## config.mk

```make
export PLATFORM = sky130hd
export DESIGN_NAME = prog_loader_flat
export DESIGN_NICKNAME = d
export VERILOG_FILES = /design/src/rtl/sap_pkg.sv /design/src/rtl/prog_loader_if.sv /design/src/rtl/loader_ctr.sv /design/src/rtl/prog_loader.sv /design/src/flat_wrapper.sv
export SDC_FILE = /design/constraint.sdc
export NUM_CORES = 1
export LEC_CHECK = 0
export BUFFER_PORTS_ARGS = -buffer_cell sky130_fd_sc_hd__buf_2
export CELL_PAD_IN_SITES_DETAIL_PLACEMENT = 0
export CELL_PAD_IN_SITES_GLOBAL_PLACEMENT = 1
export CORE_ASPECT_RATIO = 1.1
export CORE_MARGIN = 4
export CORE_UTILIZATION = 39
export CTS_CLUSTER_DIAMETER = 40
export DETAILED_ROUTE_END_ITERATION = 6
export GPL_ROUTABILITY_DRIVEN = 0
export PLACE_DENSITY = 0.82
export SLEW_MARGIN = 20
export SYNTH_ARGS = -nofsm -noshare
export SYNTH_HDL_FRONTEND = slang
export SYNTH_SLANG_ARGS = --single-unit
export TNS_END_PERCENT = 10
```

## constraint.sdc

```tcl
create_clock -name CLK -period 4.7 [get_ports CLK]
set_clock_uncertainty 0.1 [all_clocks]
set_input_delay 0.235 -clock CLK [delete_from_list [all_inputs] [get_ports CLK]]
set_output_delay 0.235 -clock CLK [all_outputs]
set_load 0.005 [all_outputs]
```

## src/rtl/sap_pkg.sv

```systemverilog
// Shared types and constants for the SAP program loader.
// Holds the loader FSM encoding, RAM geometry and the length-saturation helper.
package sap_pkg;

   localparam int RAM_AW  = 4;
   localparam int RAM_DW  = 8;
   localparam int MAX_LEN = 16;
   localparam int LEN_W   = 5;

   typedef enum logic [1:0] {
      S_IDLE = 2'd0,
      S_LOAD = 2'd1,
      S_DONE = 2'd2
   } state_t;

   // Requests longer than the RAM are clipped to one full RAM image.
   function automatic logic [LEN_W-1:0] sat_len(input logic [LEN_W-1:0] len);
      return (len > LEN_W'(MAX_LEN)) ? LEN_W'(MAX_LEN) : len;
   endfunction

endpackage

```

## src/rtl/prog_loader_if.sv

```systemverilog
// Host, CPU and RAM-side signals of the program loader bundled in one interface.
// Byte handshake: a byte moves on a rising edge where in_valid and in_ready are both high.
interface prog_loader_if;
   import sap_pkg::*;

   logic                start;
   logic [RAM_AW-1:0]   base;
   logic [LEN_W-1:0]    len;
   logic                in_valid;
   logic [RAM_DW-1:0]   in_data;
   logic                in_ready;
   logic                cpu_req;
   logic [RAM_AW-1:0]   cpu_addr;
   logic                cpu_gnt;
   logic [RAM_AW-1:0]   ram_addr;
   logic [RAM_DW-1:0]   ram_wdata;
   logic                ram_we;
   logic                cpu_hold;
   logic                busy;
   logic                done;
   logic [RAM_DW-1:0]   csum;
   logic                err;
   state_t              dbg_state;

   modport master (
      output start, base, len, in_valid, in_data, cpu_req, cpu_addr,
      input  in_ready, cpu_gnt, ram_addr, ram_wdata, ram_we, cpu_hold,
             busy, done, csum, err, dbg_state
   );

   modport slave (
      input  start, base, len, in_valid, in_data, cpu_req, cpu_addr,
      output in_ready, cpu_gnt, ram_addr, ram_wdata, ram_we, cpu_hold,
             busy, done, csum, err, dbg_state
   );

endinterface

```

## src/rtl/loader_ctr.sv

```systemverilog
// RAM write-address and remaining-byte counter for the program loader.
// Load takes priority over step; the address wraps at the top of RAM.
module loader_ctr
   import sap_pkg::*;
(
   input  logic              CLK,
   input  logic              CLR,
   input  logic              i_load,
   input  logic [RAM_AW-1:0] i_base,
   input  logic [LEN_W-1:0]  i_len,
   input  logic              i_step,
   output logic [RAM_AW-1:0] o_addr,
   output logic [LEN_W-1:0]  o_remaining,
   output logic              o_last,
   output logic              o_zero
);

   logic [RAM_AW-1:0] r_addr;
   logic [LEN_W-1:0]  r_remaining;

   always_ff @(posedge CLK or negedge CLR) begin
      if (!CLR) begin
         r_addr      <= '0;
         r_remaining <= '0;
      end else if (i_load) begin
         r_addr      <= i_base;
         r_remaining <= i_len;
      end else if (i_step) begin
         r_addr      <= r_addr + RAM_AW'(1);
         r_remaining <= r_remaining - LEN_W'(1);
      end
   end

   assign o_addr      = r_addr;
   assign o_remaining = r_remaining;
   assign o_last      = (r_remaining == LEN_W'(1));
   assign o_zero      = (r_remaining == '0);

endmodule

```

## src/rtl/prog_loader.sv

```systemverilog
// Program loader: streams host bytes into the SAP RAM while holding the CPU off,
// and hands the RAM port back to the CPU when idle.
module prog_loader
   import sap_pkg::*;
(
   input  logic         CLK,
   input  logic         CLR,
   prog_loader_if.slave bus
);

   state_t            r_state;
   logic              r_in_ready;
   logic              r_busy;
   logic              r_done;
   logic              r_err;
   logic [RAM_DW-1:0] r_csum;

   logic              w_accept;
   logic              w_xfer;
   logic [RAM_AW-1:0] w_addr;
   logic [LEN_W-1:0]  w_remaining;
   logic              w_last;
   logic              w_zero;

   assign w_accept = (r_state == S_IDLE) && bus.start;
   assign w_xfer   = r_in_ready && bus.in_valid;

   loader_ctr u_ctr (
      .CLK         (CLK),
      .CLR         (CLR),
      .i_load      (w_accept),
      .i_base      (bus.base),
      .i_len       (sat_len(bus.len)),
      .i_step      (w_xfer),
      .o_addr      (w_addr),
      .o_remaining (w_remaining),
      .o_last      (w_last),
      .o_zero      (w_zero)
   );

   always_ff @(posedge CLK or negedge CLR) begin
      if (!CLR) begin
         r_state    <= S_IDLE;
         r_in_ready <= 1'b0;
         r_busy     <= 1'b0;
         r_done     <= 1'b0;
         r_err      <= 1'b0;
         r_csum     <= '0;
      end else begin
         r_done <= 1'b0;
         case (r_state)
            S_IDLE: begin
               if (bus.start) begin
                  r_err  <= 1'b0;
                  r_csum <= '0;
                  r_busy <= 1'b1;
                  // A zero-length request still produces a done pulse.
                  if (bus.len != '0) begin
                     r_state    <= S_LOAD;
                     r_in_ready <= 1'b1;
                  end else begin
                     r_state <= S_DONE;
                     r_done  <= 1'b1;
                  end
               end
            end
            S_LOAD: begin
               if (bus.start) r_err <= 1'b1;
               if (w_xfer) begin
                  r_csum <= r_csum + bus.in_data;
                  if (w_last) begin
                     r_state    <= S_DONE;
                     r_in_ready <= 1'b0;
                     r_done     <= 1'b1;
                  end
               end
            end
            S_DONE: begin
               if (bus.start) r_err <= 1'b1;
               r_state <= S_IDLE;
               r_busy  <= 1'b0;
            end
            default: begin
               r_state    <= S_IDLE;
               r_in_ready <= 1'b0;
               r_busy     <= 1'b0;
            end
         endcase
      end
   end

   assign bus.in_ready  = r_in_ready;
   assign bus.ram_we    = w_xfer;
   assign bus.ram_addr  = (r_state == S_IDLE) ? bus.cpu_addr : w_addr;
   assign bus.ram_wdata = (r_state == S_LOAD) ? bus.in_data : '0;
   assign bus.cpu_gnt   = (r_state == S_IDLE) && bus.cpu_req;
   assign bus.cpu_hold  = r_busy;
   assign bus.busy      = r_busy;
   assign bus.done      = r_done;
   assign bus.csum      = r_csum;
   assign bus.err       = r_err;
   assign bus.dbg_state = r_state;

endmodule
```

## src/flat_wrapper.sv

```systemverilog
// flat-port wrapper written by rule: the top's interface ports become plain ports
module prog_loader_flat import sap_pkg::*;
  (CLK, CLR, bus_start, bus_base, bus_len, bus_in_valid, bus_in_data, bus_cpu_req, bus_cpu_addr, bus_in_ready, bus_cpu_gnt, bus_ram_addr, bus_ram_wdata, bus_ram_we, bus_cpu_hold, bus_busy, bus_done, bus_csum, bus_err, bus_dbg_state);
  prog_loader_if bus_i ();
  input  logic CLK;
  input  logic CLR;
  input wire logic [$bits(bus_i.start)-1:0] bus_start;
  input wire logic [$bits(bus_i.base)-1:0] bus_base;
  input wire logic [$bits(bus_i.len)-1:0] bus_len;
  input wire logic [$bits(bus_i.in_valid)-1:0] bus_in_valid;
  input wire logic [$bits(bus_i.in_data)-1:0] bus_in_data;
  input wire logic [$bits(bus_i.cpu_req)-1:0] bus_cpu_req;
  input wire logic [$bits(bus_i.cpu_addr)-1:0] bus_cpu_addr;
  output wire logic [$bits(bus_i.in_ready)-1:0] bus_in_ready;
  output wire logic [$bits(bus_i.cpu_gnt)-1:0] bus_cpu_gnt;
  output wire logic [$bits(bus_i.ram_addr)-1:0] bus_ram_addr;
  output wire logic [$bits(bus_i.ram_wdata)-1:0] bus_ram_wdata;
  output wire logic [$bits(bus_i.ram_we)-1:0] bus_ram_we;
  output wire logic [$bits(bus_i.cpu_hold)-1:0] bus_cpu_hold;
  output wire logic [$bits(bus_i.busy)-1:0] bus_busy;
  output wire logic [$bits(bus_i.done)-1:0] bus_done;
  output wire logic [$bits(bus_i.csum)-1:0] bus_csum;
  output wire logic [$bits(bus_i.err)-1:0] bus_err;
  output wire logic [$bits(bus_i.dbg_state)-1:0] bus_dbg_state;
  assign bus_i.start = bus_start;
  assign bus_i.base = bus_base;
  assign bus_i.len = bus_len;
  assign bus_i.in_valid = bus_in_valid;
  assign bus_i.in_data = bus_in_data;
  assign bus_i.cpu_req = bus_cpu_req;
  assign bus_i.cpu_addr = bus_cpu_addr;
  assign bus_in_ready = bus_i.in_ready;
  assign bus_cpu_gnt = bus_i.cpu_gnt;
  assign bus_ram_addr = bus_i.ram_addr;
  assign bus_ram_wdata = bus_i.ram_wdata;
  assign bus_ram_we = bus_i.ram_we;
  assign bus_cpu_hold = bus_i.cpu_hold;
  assign bus_busy = bus_i.busy;
  assign bus_done = bus_i.done;
  assign bus_csum = bus_i.csum;
  assign bus_err = bus_i.err;
  assign bus_dbg_state = bus_i.dbg_state;
  prog_loader u_core (.CLK(CLK), .CLR(CLR), .bus(bus_i));
endmodule
```

==> reports/results.txt <==
status -> complete, no violations
Reg power frac -> 34.1%
PD cells -> 547 mW/mm2
Die H -> 73.9 um
CP endpoint kind -> flop
Peak Freq -> 463 MHz
Max VDD drop -> 217 uV
Remaining DRCs -> 0
Num CTS Buffers -> 3
ANT nets after route -> 0
area delta synth->final -> 23.5%
clk root buf -> clkbuf_8
Critical Path RT -> 4.81 ns
Main synth FF type -> dfrtp_1
EDFF count, synth -> 0
final worst slack -> 2.54 ns
sequential cell area fraction in the yosys report -> 37.3%
drt pass-1 iters -> 4
Core Area -> 0.00374 mm2
CP Max Fanout -> 17
hpwl dp -> 2.72 mm
area of the mapped netlist -> 0.00154 mm2
GRT overflow -> 0
switch share -> 41.9%
most frequent cells in the layout -> buf_2, dfrtp_1, nand2_1
clock network power share -> 12.2%
Via-to-Cell Ratio -> 5.08
Reg clk slew, reported paths -> 0.09 ns
Cell Int Power -> 605 uW
Seq cells post-synth -> 23
post-layout minimum cycle time -> 2.16 ns
setup repair after global routing missed its margin -> no
Pins Over Slew Limit -> 0
asr flop ratio synth -> 100%
cts repair resizes -> 0
pre-CTS WS -> 2.53 ns
drt total wl -> 3.49 mm
TNS Setup -> 0 ns
syn nets -> 205
die width -> 67.9 um
Placement Rows -> 23
CTS tree -> yes
largest net degree at the start of global routing -> 24
Mapped Cells -> 165
IO Count -> 55
Diodes inserted -> 0
Worst setup SP type -> flop
max incr delay on CP -> 0.51 ns
Comb pwr share -> 53.7%
YS warnings -> 0
layout cell share with drive strength beyond 1 -> 30.6%
Crit Path Category -> flop to flop
worst hold path class -> input pin to flop
number of global-route vias before repair -> 1295
clock buffer depth -> 2
final count of negative-setup-slack endpoints -> 0
Slew headroom -> 63.3%
post-CTS setup buffer count -> 0
initial DRC count -> 49
worst skew pair latency -> 0.27 ns
Core Util, Final -> 50.9%
PortBufs -> 54
routed len/inst -> 13.0 um
worst-path cell chain -> inv_1, ha_1, nor2_1, a211o_1, a2111o_1, nand3_1
effective utilization at floorplan -> 41.2%
die area -> 0.00502 mm2
hold-fix buffers at CTS -> 1
vias -> 1366
Leakage -> 0.938 nW
Worst EP arrival -> 2.27 ns
NetSw -> 436 uW
first-pass GRT wire length -> 5.87 mm
synthesized area per cell -> 9.34 um2
Netlist cell types -> 44
commonest non-fill, non-tap cell in the layout -> buf_2
Final Hold Vio Count -> 0
number of buffers and inverters on the critical path -> 1
H-tree Lvls -> 1
CP max-delay cell -> ha_1
number of max-cap violations -> 0
Slew @ Worst Pin -> 0.551 ns
Global Route Usage Sum -> 14.9%
nets@finish -> 260
clock sink total -> 23
FF-to-FF setup slack -> 2.54 ns
initial antenna violation count -> 0
Final Cycle Share -> 46.0%
Crit path max-delay family -> compound AO/OA/AOI/OAI gates
==> stage by stage <==
step / hold WS, ns / instance area (um2) / power, mW / cells
5_1_grt: 0.0707 / 1900 / 1.15 / 269
4_1_cts: 0.0630 / 1900 / 1.06 / 269
6_report: 0.0688 / 1900 / 1.04 / 269
3_5_place_dp: 0.150 / 1840 / 0.923 / 264
2_1_floorplan: -0.161 / 1540 / 0.751 / 165
3_3_place_gp: 0.146 / 1840 / 0.919 / 264
==> sequential cells by signal, indices dropped and copies added (netlist names) <==
register and count:
u_core.bus.csum 8, u_core.u_ctr.o_remaining 5, u_core.u_ctr.o_addr 4, u_core.bus.dbg_state 2
u_core.bus.busy 1, u_core.bus.done 1, u_core.bus.err 1, u_core.bus.in_ready 1
==> worst reg2reg max path, delay by kind of cell (launching register included) <==
kind	cells	cell delay [ns]
compound gates	2	0.80
flops	1	0.39
simple gates	2	0.19
fa+ha+maj	1	0.51
buf+inv	1	0.10
==> cells by family (layout without fill, tap and decap cells) <==
| family | count (synthesis) | after routing | synth area share (%) |
|---|---|---|---|
| XOR/XNOR | 11 | 11 | 6.25 |
| multiplexers | 5 | 5 | 3.90 |
| AND/OR/NAND/NOR | 59 | 59 | 19.7 |
| buffers and inverters | 11 | 65 | 3.41 |
| flip-flops | 23 | 23 | 37.3 |
| AO/OA/AOI/OAI | 42 | 42 | 17.5 |
| adder cells (fa/ha/maj) | 14 | 14 | 11.9 |
==> final cells by class <==
type	count	area, um2
clock buffer	3	41.3
clock inverter	1	7.51
fill	379	1840
inverter	6	22.5
multi-input combinational	131	913
sequential	23	576
tap	50	62.6
timing repair buffer	55	280
==> synth_stat cells (2+ instances only) <==
master | number | share of area (%)
a21oi_1 | 8 | 2.6
nor3_1 | 2 | 0.65
dfrtp_1 | 23 | 37
xor2_1 | 5 | 2.8
nand3b_1 | 4 | 1.9
nor2_1 | 9 | 2.2
o21ai_0 | 13 | 4.2
nand2_1 | 21 | 5.1
mux2_2 | 4 | 2.9
o31ai_1 | 4 | 1.9
nand3_1 | 2 | 0.65
o21bai_1 | 2 | 0.97
o21ai_1 | 2 | 0.65
inv_1 | 5 | 1.2
xnor2_1 | 6 | 3.4
ha_1 | 13 | 11
clkbuf_1 | 2 | 0.49
a211oi_1 | 2 | 0.97
a22o_1 | 2 | 1.1
nor4_1 | 2 | 0.81
and2_1 | 10 | 4.1
nand4_1 | 2 | 0.81
==> metal layers <==
metal | global-route usage, % | share of wire, %
met5 | 0 | 0
met2 | 24.7 | 45
met3 | 1.96 | 7.2
met4 | 3.97 | 0.83
met1 | 20.5 | 47
==> final timing paths <==
kind,start,endpoint,cells past startpoint
min in group asynchronous,CLR,u_core.bus.csum[3],2
max in group asynchronous,CLR,u_core.bus.err,2
worst min register to register,u_core.bus.err,u_core.bus.err,1
worst max-delay path,u_core.bus.dbg_state[1],u_core.bus.csum[7],6
worst max register to register,u_core.bus.dbg_state[1],u_core.bus.csum[7],6
worst min-delay path,bus_base[0],u_core.u_ctr.o_addr[0],3
==> power groups by stage <==
stage	logic, mW	registers, mW	clock network, mW
floorplan	0.401	0.350	0
detailed placement	0.564	0.359	0
global route	0.640	0.370	0.141
global placement	0.559	0.359	0
CTS	0.567	0.356	0.133
finish	0.559	0.355	0.127
Power figures use the tool's default switching activity.
